### config.mk
export PLATFORM = sky130hd
export DESIGN_NAME = lsu_mem_ctrl
export DESIGN_NICKNAME = d
export VERILOG_FILES = /design/src/rtl/lsu_mem_ctrl.sv
export SDC_FILE = /design/constraint.sdc
export NUM_CORES = 1
export LEC_CHECK = 0
export BUFFER_PORTS_ARGS = -buffer_cell sky130_fd_sc_hd__buf_2
export CORE_MARGIN = 2
export CORE_UTILIZATION = 35
export DETAILED_ROUTE_END_ITERATION = 10
export GPL_TIMING_DRIVEN = 0
export HOLD_SLACK_MARGIN = 0.02
export SLEW_MARGIN = 5
export SYNTH_ARGS = -nofsm -noshare
export SYNTH_HDL_FRONTEND = slang
export SYNTH_SLANG_ARGS = --single-unit
### constraint.sdc
create_clock -name clk -period 3.2 [get_ports clk]
set_input_delay 0.48 -clock clk [delete_from_list [all_inputs] [get_ports clk]]
set_output_delay 0.48 -clock clk [all_outputs]
set_load 0.01 [all_outputs]
### src/rtl/lsu_mem_ctrl.sv
// MEM-stage load/store initiator: turns RV64 sized accesses into 8-byte memory
// transactions (extension on loads, read-modify-write on sub-doubleword stores).
// Optional build macro: LSU_MISALIGN_TRAP_EN adds natural-alignment error checks.
module lsu_mem_ctrl #(
  parameter int MEM_BYTES = 1024,
  parameter int ADDR_W    = 64
) (
  input  logic              clk,
  input  logic              rst,
  input  logic              req,
  input  logic              ld_en,
  input  logic              st_en,
  input  logic [2:0]        funct3,
  input  logic [ADDR_W-1:0] addr,
  input  logic [63:0]       st_data,
  output logic [63:0]       ld_data,
  output logic              done,
  output logic              err,
  output logic              stall,
  output logic [ADDR_W-1:0] adrs,
  output logic [63:0]       writedata2In,
  output logic              memRead,
  output logic              memWrite,
  input  logic [63:0]       rdOut
);

  typedef enum logic [1:0] {IDLE, RMW_WR, DONE} state_t;

  localparam logic [ADDR_W-1:0] LAST_LEGAL = ADDR_W'(MEM_BYTES - 8);

  state_t      state, state_nxt;
  logic [63:0] rd_buf;
  logic        err_q, err_nxt;
  logic        ld_cap, buf_cap;
  logic        bad_req;

  function automatic logic [63:0] load_extend(input logic [2:0] f3, input logic [63:0] d);
    case (f3)
      3'b000:  load_extend = {{56{d[7]}}, d[7:0]};
      3'b001:  load_extend = {{48{d[15]}}, d[15:0]};
      3'b010:  load_extend = {{32{d[31]}}, d[31:0]};
      3'b100:  load_extend = {56'd0, d[7:0]};
      3'b101:  load_extend = {48'd0, d[15:0]};
      3'b110:  load_extend = {32'd0, d[31:0]};
      default: load_extend = d;
    endcase
  endfunction

  // Only the low 1/2/4 bytes of the old doubleword are replaced.
  function automatic logic [63:0] store_merge(input logic [1:0] sz, input logic [63:0] old,
                                              input logic [63:0] sd);
    case (sz)
      2'b00:   store_merge = {old[63:8], sd[7:0]};
      2'b01:   store_merge = {old[63:16], sd[15:0]};
      2'b10:   store_merge = {old[63:32], sd[31:0]};
      default: store_merge = sd;
    endcase
  endfunction

  always_comb begin
    bad_req = (ld_en && st_en) || (funct3 == 3'b111) || (st_en && funct3[2]) ||
              (addr > LAST_LEGAL);
`ifdef LSU_MISALIGN_TRAP_EN
    case (funct3[1:0])
      2'b01:   bad_req = bad_req || addr[0];
      2'b10:   bad_req = bad_req || (addr[1:0] != 2'b00);
      2'b11:   bad_req = bad_req || (addr[2:0] != 3'b000);
      default: ;
    endcase
`endif
  end

  always_comb begin
    // NOTE: every combinational output gets a default first so no latch is inferred.
    state_nxt    = state;
    err_nxt      = err_q;
    adrs         = '0;
    writedata2In = '0;
    memRead      = 1'b0;
    memWrite     = 1'b0;
    done         = 1'b0;
    err          = 1'b0;
    ld_cap       = 1'b0;
    buf_cap      = 1'b0;
    unique case (state)
      IDLE: begin
        if (req) begin
          adrs      = addr;
          state_nxt = DONE;
          err_nxt   = bad_req;
          if (!bad_req) begin
            if (ld_en) begin
              memRead = 1'b1;
              ld_cap  = 1'b1;
            end else if (st_en && funct3 == 3'b011) begin
              memWrite     = 1'b1;
              writedata2In = st_data;
            end else if (st_en) begin
              memRead   = 1'b1;
              buf_cap   = 1'b1;
              state_nxt = RMW_WR;
            end
          end
        end
      end
      RMW_WR: begin
        adrs         = addr;
        memWrite     = 1'b1;
        writedata2In = store_merge(funct3[1:0], rd_buf, st_data);
        state_nxt    = DONE;
      end
      DONE: begin
        adrs      = addr;
        done      = !err_q;
        err       = err_q;
        state_nxt = IDLE;
      end
      default: state_nxt = IDLE;
    endcase
    // A reset landing in RMW_WR must never let the write reach memory.
    if (rst) begin
      memRead  = 1'b0;
      memWrite = 1'b0;
    end
  end

  assign stall = req && (state != DONE) && !rst;

  always_ff @(posedge clk) begin
    // NOTE: sequential state uses <= so every flop samples pre-edge values together.
    if (rst) begin
      state   <= IDLE;
      ld_data <= '0;
      rd_buf  <= '0;
      err_q   <= 1'b0;
    end else begin
      state <= state_nxt;
      err_q <= err_nxt;
      if (ld_cap)  ld_data <= load_extend(funct3, rdOut);
      if (buf_cap) rd_buf  <= rdOut;
    end
  end

endmodule

# Yosys cells after proc, flatten, opt, wreduce, memory -nomap -nowiden
# Cells that the tools add are included.
[totals]
ff_bits = 131
[op_classes]
magnitude_cmp = 1
n_eq_ne = 13
mux = 38
reduce_logical = 15
[op_table]
columns = ["op", "count"]
rows = [
  ["$pmux W64 S6", 1],
  ["$mux W64", 5],
  ["$pmux W64 S2", 2],
  ["$pmux W64 S3", 1],
  ["$gt A64 B10 Y1 const B", 1],
  ["$mux W1", 22],
  ["$eq A3 B3 Y1 const B", 4],
  ["$mux W2", 5],
  ["$eq A3 B2 Y1 const B", 2],
  ["$logic_and A1 B1 Y1", 5],
  ["$eq A2 B1 Y1 const B", 2],
  ["$eq A2 B2 Y1 const B", 2],
  ["$logic_not A2 Y1", 2],
  ["$ne A2 B2 Y1 const B", 2],
  ["$pmux W2 S2", 1],
  ["$eq A3 B1 Y1 const B", 1],
  ["$logic_not A3 Y1", 1],
  ["$logic_or A1 B1 Y1", 3],
  ["$logic_not A1 Y1", 2],
  ["$pmux W1 S2", 1],
  ["$reduce_and A2 Y1", 1],
  ["$reduce_or A2 Y1", 1],
]

# Longest topological paths before layout
# Gate-level depths: netlist (run 1).
[logic_depth]
depth_word = 8
depth_mapped = 8
ltp_nobuf = 6

# Least setup slack after synthesis (run 1)
# OpenSTA, ideal clock, no wires.
[synth_path]
path_type = "input port to output port"
startpoint = "input port addr[18]"
endpoint = "output port writedata2In[62]"
arrival_ps = 2156
required_ps = 2720
slack_ps = 564
cell_stages = 7
n_path_buf = 2
path_cell_list = "nor4_1 > nand4_1 > or4_1 > buf_2 > buf_6 > o41ai_1 > a31o_2"
[synth_between]
elab_chain_len = 5
[synth_lines]
columns = ["element", "line", "text"]
rows = [
  ["from (decl)", "14", "input logic [ADDR_W-1:0] addr,"],
  ["$gt A64 B10 Y1", "62", "(addr > LAST_LEGAL);"],
  ["$logic_or A1 B1 Y1", "61", "bad_req = (ld_en && st_en) || (funct3 == 3'b111) || (st_en && funct3[2]) ||"],
  ["$mux W64", "91", "if (!bad_req) begin"],
  ["$mux W64", "87", "if (req) begin"],
  ["$pmux W64 S2", "85", "unique case (state)"],
  ["to (decl)", "21", "output logic [63:0] writedata2In,"],
]
# No other way between the ends.

# Worst setup path in the final report (run 1)
[layout_path]
startpoint = "input port addr[14]"
endpoint = "output port writedata2In[8]"
# The elaborated chain is that of the path after synthesis.

==> impl_metrics.toml, run 1 <==
[outcome]
outcome = "finished clean"

[worst_hold_path]
hold_path_class = "in -> reg"

[finish]
final_layout_size_suffix_gt1_frac = 0.362
multi_input_area_um2 = 4660
nFillCells = 2183
final_cells = 1657
nets = 1562
ff_latch_area_um2 = 2460
final_area_um2 = 10900
syn_to_final_growth_pct = 39.7

[route]
drt_iter0_markers = 526
ant_nets = 0
wl_per_cell_um = 20.9
vias = 9426
routed_wl_mm = 34.7
via_per_inst = 5.69
route.detailed.drc = 0
first_pass_iters = 5

[worst_setup_path]
arrival_ps = 2620
startpoint_type = "primary input"
cp_max_fo = 10
end_kind = "output port"
worstSetupPathType = "in -> out"
worstPathRequired_ps = 2720

[sta]
tightest_slew_ps = 898
fmax_mhz = 323
final-setup-viol-count = 0
finalMaxSlewViolations = 0
min_period_ps = 3100
finalCritPeriodShare = 0.969
rsz0062_at_grt = "false"
timing.slew.headroom = 0.397
final.setup_skew_ps = 10.1
final_hold_viol_count = 0
fin_hold_ws_ps = 314

[floorplan]
core_um2 = 21800
ios = 397
rows = 54
die_y_um = 153
floorplan.initialDensity = 0.357
die_width_um = 153
dieArea_um2 = 23500

[clocking]
cts.clk_slew.worst_paths_ps = 60
worstSkewPairLatency_ps = 430
root_buffer = "clkbuf_16"
cts_tree = "yes"
cts-hold-fix-buffers = 0
htree_levels = 4
clock_path_buffers = 2
cts_made_buffers = 17
cts_num_sinks = 123

[yosys]
syn_nets = 1145
synth.distinct_cells = 36
yosysMostFrequentCell = "dfxtp_1"
ys_seq_area_frac = 0.316
synth_top_cell_area_share = 0.316
synth_cells = 941
async_flop_share = 0
synthesis.area_um2 = 7780
synth_seq_cells = 123
avgSynthCellArea_um2 = 8.27
synth_edf_count = 0
synth_common_cells = "dfxtp_1, clkbuf_1, a21oi_1"
ys_warn_count = 0
yosys_most_used_dff = "dfxtp_1"
yosysTopAreaCell = "dfxtp_1"
synth_area_leaders = "dfxtp_1, mux2i_1, a21oi_1"

[pwr]
intPower_w = 0.00318
pwr-share-comb = 0.149
power_frac_seq = 0.353
ir_drop_mv = 0.341
cellPowerDensity_nw_per_um2 = 400
p_sw_w = 0.00117
clkPwrFrac = 0.498
power_switching_share = 0.269
leakage_nw = 4.80

[global_route]
grt_pass1_wl_mm = 52.1
antenna_found_initial = 7
grt_pass1_vias = 8975
grtUsageTotal = 0.284
grt_max_degree = 17
gr-total-overflow = 0

[placed_design]
port_buffers = 395
dpl.hpwl_mm = 27.1
dp.cells = 1616
place_congestion = 0.887
placement.cell_area_um2 = 10100

[run]
drv_cap = 0
-- per-layer routing --
layer,global-route usage,vias up,part of all wire
li1,-,4466,-
met1,0.334,4471,0.40
met2,0.493,421,0.50
met3,0.0519,66,0.063
met4,0.145,2,0.040
met5,0,-,0.00032
-- kinds of logic (layout without fill, tap and decap cells) --
logic type      count (synthesis)  count (layout)  share of synthesized area
buf+inv                       183             612                     0.0924
other cells                     0               7                          0
fa+ha+maj                       4               4                    0.00643
simple gates                  220             220                      0.164
mux                            71              71                     0.0937
compound gates                340             340                      0.327
flops                         123             123                      0.316
-- final timing paths --
path                                 start              end  slack, ps  cells past startpoint
worst max-delay path              addr[14]  writedata2In[8]        100                      9
worst min-delay path              rdOut[5]       ld_data[5]        310                      3
worst max register to register    state[1]      ld_data[28]        530                      7
worst min register to register  ld_data[5]       ld_data[5]        450                      2
-- power groups by stage --
stage                     Combinational (W)  Sequential, W  Clock (W)
after CTS                          0.000640        0.00154    0.00216
after floorplan                    0.000311        0.00157          0
after detailed placement           0.000636        0.00157          0
after global routing               0.000702        0.00154    0.00225
final                              0.000646        0.00154    0.00217
after global placement             0.000631        0.00157          0
-- registers in the layout (all words and copies together) (netlist names) --
name / count
rd_buf: 56
ld_data: 64
err_q: 1
state: 2
-- stage by stage --
stage          setup TNS, ps  setup WS, ps  total power, W  utilization
6_report                   0           101         0.00435        0.498
3_5_place_dp          -54010          -860         0.00221        0.463
3_3_place_gp          -55020          -900         0.00220        0.463
4_1_cts                    0         0.640         0.00434        0.496
2_1_floorplan              0           564         0.00188            -
5_1_grt                    0          9.28         0.00449        0.498
-- final cells by class --
type	instances	share of cell area
inverter	61	0.0211
multi-input combinational	635	0.429
antenna	7	0.00161
tap	280	0.0322
sequential	123	0.226
clock buffer	18	0.0395
buffer	120	0.0456
timing repair buffer	400	0.185
clock inverter	13	0.0198
-- worst max-delay path: stages --
cell	delay, ps
buf_2	110
nor4_2	300
nand4_1	130
buf_4	190
nor3_4	290
nand4_1	290
clkbuf_2	300
o22ai_1	320
buf_2	200
-- repair_timing --
action | CTS | global route
cloned | 0 | 0
endpoints found under the setup margin | 90 | 97
pin swaps | 2 | 3
setup buffers | 3 | 2
resized for setup | 10 | 19
hold endpoints to repair | 0 | 0
-- layout by cell type (no fill, tap or decap), types with 15 or more instances in the layout --
| cell | instances |
|---|---|
| and2_1 | 66 |
| a21oi_1 | 89 |
| mux2i_1 | 56 |
| o311ai_0 | 40 |
| buf_2 | 406 |
| o22ai_1 | 55 |
| o31ai_1 | 40 |
| clkbuf_1 | 90 |
| dfxtp_1 | 123 |
| a21boi_0 | 39 |
| clkbuf_16 | 17 |
| o41ai_1 | 46 |
| nand2_1 | 26 |
| inv_1 | 61 |
| o41ai_2 | 21 |
| nand4_1 | 67 |
| nor2b_1 | 16 |
| mux2_2 | 15 |
Note: power is estimated with default switching activity, not from simulation.
==> inputs of run 2 (changes only) <==
==> constraint.sdc (replaced) <==
create_clock -name clk -period 3.09 [get_ports clk]
set_input_delay 0.4635 -clock clk [delete_from_list [all_inputs] [get_ports clk]]
set_output_delay 0.4635 -clock clk [all_outputs]
set_load 0.02 [all_outputs]
==> run 2 against run 1 <==
  * Highest routed layer unchanged
  * Utilization increased by 0.26 points
  * Sequential power increased by 3%
  * Power grew 5.2%
  * Critical path type unchanged
  * First-iteration DRC count down 7.0%
==> impl_metrics.toml, run 2 (synthesized netlist as in run 1, its figures left out) <==
[outcome]
outcome = "finished clean"

[worst_hold_path]
holdPathStages = 3
hold_path_class = "in -> reg"

[global_route]
grt_pass1_vias = 9019
antenna_found_initial = 7
grtUsageTotal = 0.284
grt_max_degree = 17
grt_pass1_wl_mm = 52.2
gr-total-overflow = 0

[placed_design]
place_congestion = 0.887
port_buffers = 395
dpl.hpwl_mm = 27.1
placement.cell_area_um2 = 10100

[route]
via_per_inst = 5.67
drt_iter0_markers = 489
ant_nets = 0
vias = 9392
first_pass_iters = 5
routed_wl_mm = 34.7
wl_per_cell_um = 20.9
route.detailed.drc = 0

[worst_setup_path]
r2r_cells = 7
worstPathRequired_ps = 2630
cp_max_fo = 10
startpoint_type = "primary input"
worstSetupPathType = "in -> out"
end_kind = "output port"
arrival_ps = 2590

[clocking]
cts-hold-fix-buffers = 0
cts_num_sinks = 123
clock_path_buffers = 2
htree_levels = 4
cts_made_buffers = 17
cts.clk_slew.worst_paths_ps = 60
worstSkewPairLatency_ps = 430
cts_tree = "yes"
root_buffer = "clkbuf_16"

[finish]
syn_to_final_growth_pct = 40.5
final_common_cell = "buf_2"
nets = 1563
max_flop_register = "ld_data"
mostFrequentLayoutCells = "buf_2, dfxtp_1, a21oi_1"
final_layout_size_suffix_gt1_frac = 0.368
final_area_um2 = 10900
nFillCells = 2177
largest_reg_flops = 64
top_regs = "ld_data: 64 flops, rd_buf: 56 flops, state: 2 flops"

[pwr]
power_w = 0.00458
leakage_nw = 4.83
cellPowerDensity_nw_per_um2 = 418
ir_drop_mv = 0.353

[sta]
min_period_ps = 3050
finalMaxSlewViolations = 0
final_hold_viol_count = 0
finalCritPeriodShare = 0.987
timing.slew.headroom = 0.384
setup_tns_ps = 0
fmax_mhz = 328
final.setup_skew_ps = 11.8
tightest_slew_ps = 921
final-setup-viol-count = 0

[floorplan]
core_um2 = 21800
die_y_um = 153
rows = 54
dieArea_um2 = 23500
die_width_um = 153
ios = 397
floorplan.initialDensity = 0.357

[run]
drv_cap = 0
[run 2: what timing repair did]
action | 4_1_cts | 5_1_grt
pin swaps | 3 | 8
setup buffers | 3 | 5
resized for setup | 22 | 19
setup endpoints to repair | 136 | 86
[run 2: path summary, 6_finish.rpt]
| path | startpoint | to | slack [ps] |
|---|---|---|---|
| hold reg to reg | ld_data[5] | ld_data[5] | 450 |
| setup reg to reg | state[0] | ld_data[24] | 530 |
| setup / recovery | addr[55] | writedata2In[62] | 40 |
| hold / removal | rdOut[5] | ld_data[5] | 300 |
[run 2: metal layers]
layer,GRT usage,vias up,part of all wire
li1,-,4462,-
met1,0.333,4439,0.40
met2,0.494,418,0.50
met3,0.0519,71,0.063
met4,0.143,2,0.041
met5,0,-,0.00038
[run 2: area by class of cell]
type | instances | area [um^2] | area share
flip-flops and latches | 123 | 2460 | 0.225
well taps | 280 | 350 | 0.0320
plain buffers | 118 | 494 | 0.0452
multi-input cells | 635 | 4690 | 0.429
clock buffers | 18 | 429 | 0.0392
inverters | 61 | 229 | 0.0209
clock inverters | 13 | 215 | 0.0197
repair buffers | 403 | 2050 | 0.187
diodes | 6 | 15.0 | 0.00137
[run 2: through the flow]
stage / worst slack, ps / hold slack, ps / std cells / util
after floorplan: 319 / 430 / 941 / -
after global placement: -1010 / 445 / 1616 / 0.463
after detailed placement: -971 / 447 / 1616 / 0.463
after CTS: 30.2 / 292 / 1650 / 0.498
after global routing: -0.590 / 297 / 1657 / 0.501
final: 39.6 / 297 / 1657 / 0.501
[run 2: critical path: stages]
cell	delay, ps
buf_2	110
nor4_2	350
nand2_1	260
or4_1	530
buf_4	180
buf_6	150
o41ai_2	200
a31o_2	210
buf_6	120
[run 2: power breakdown]
group	internal (W)	switching, W
logic	0.000271	0.000463
registers	0.00159	0.00000261
clock network	0.00144	0.000812
total	0.00330	0.00128
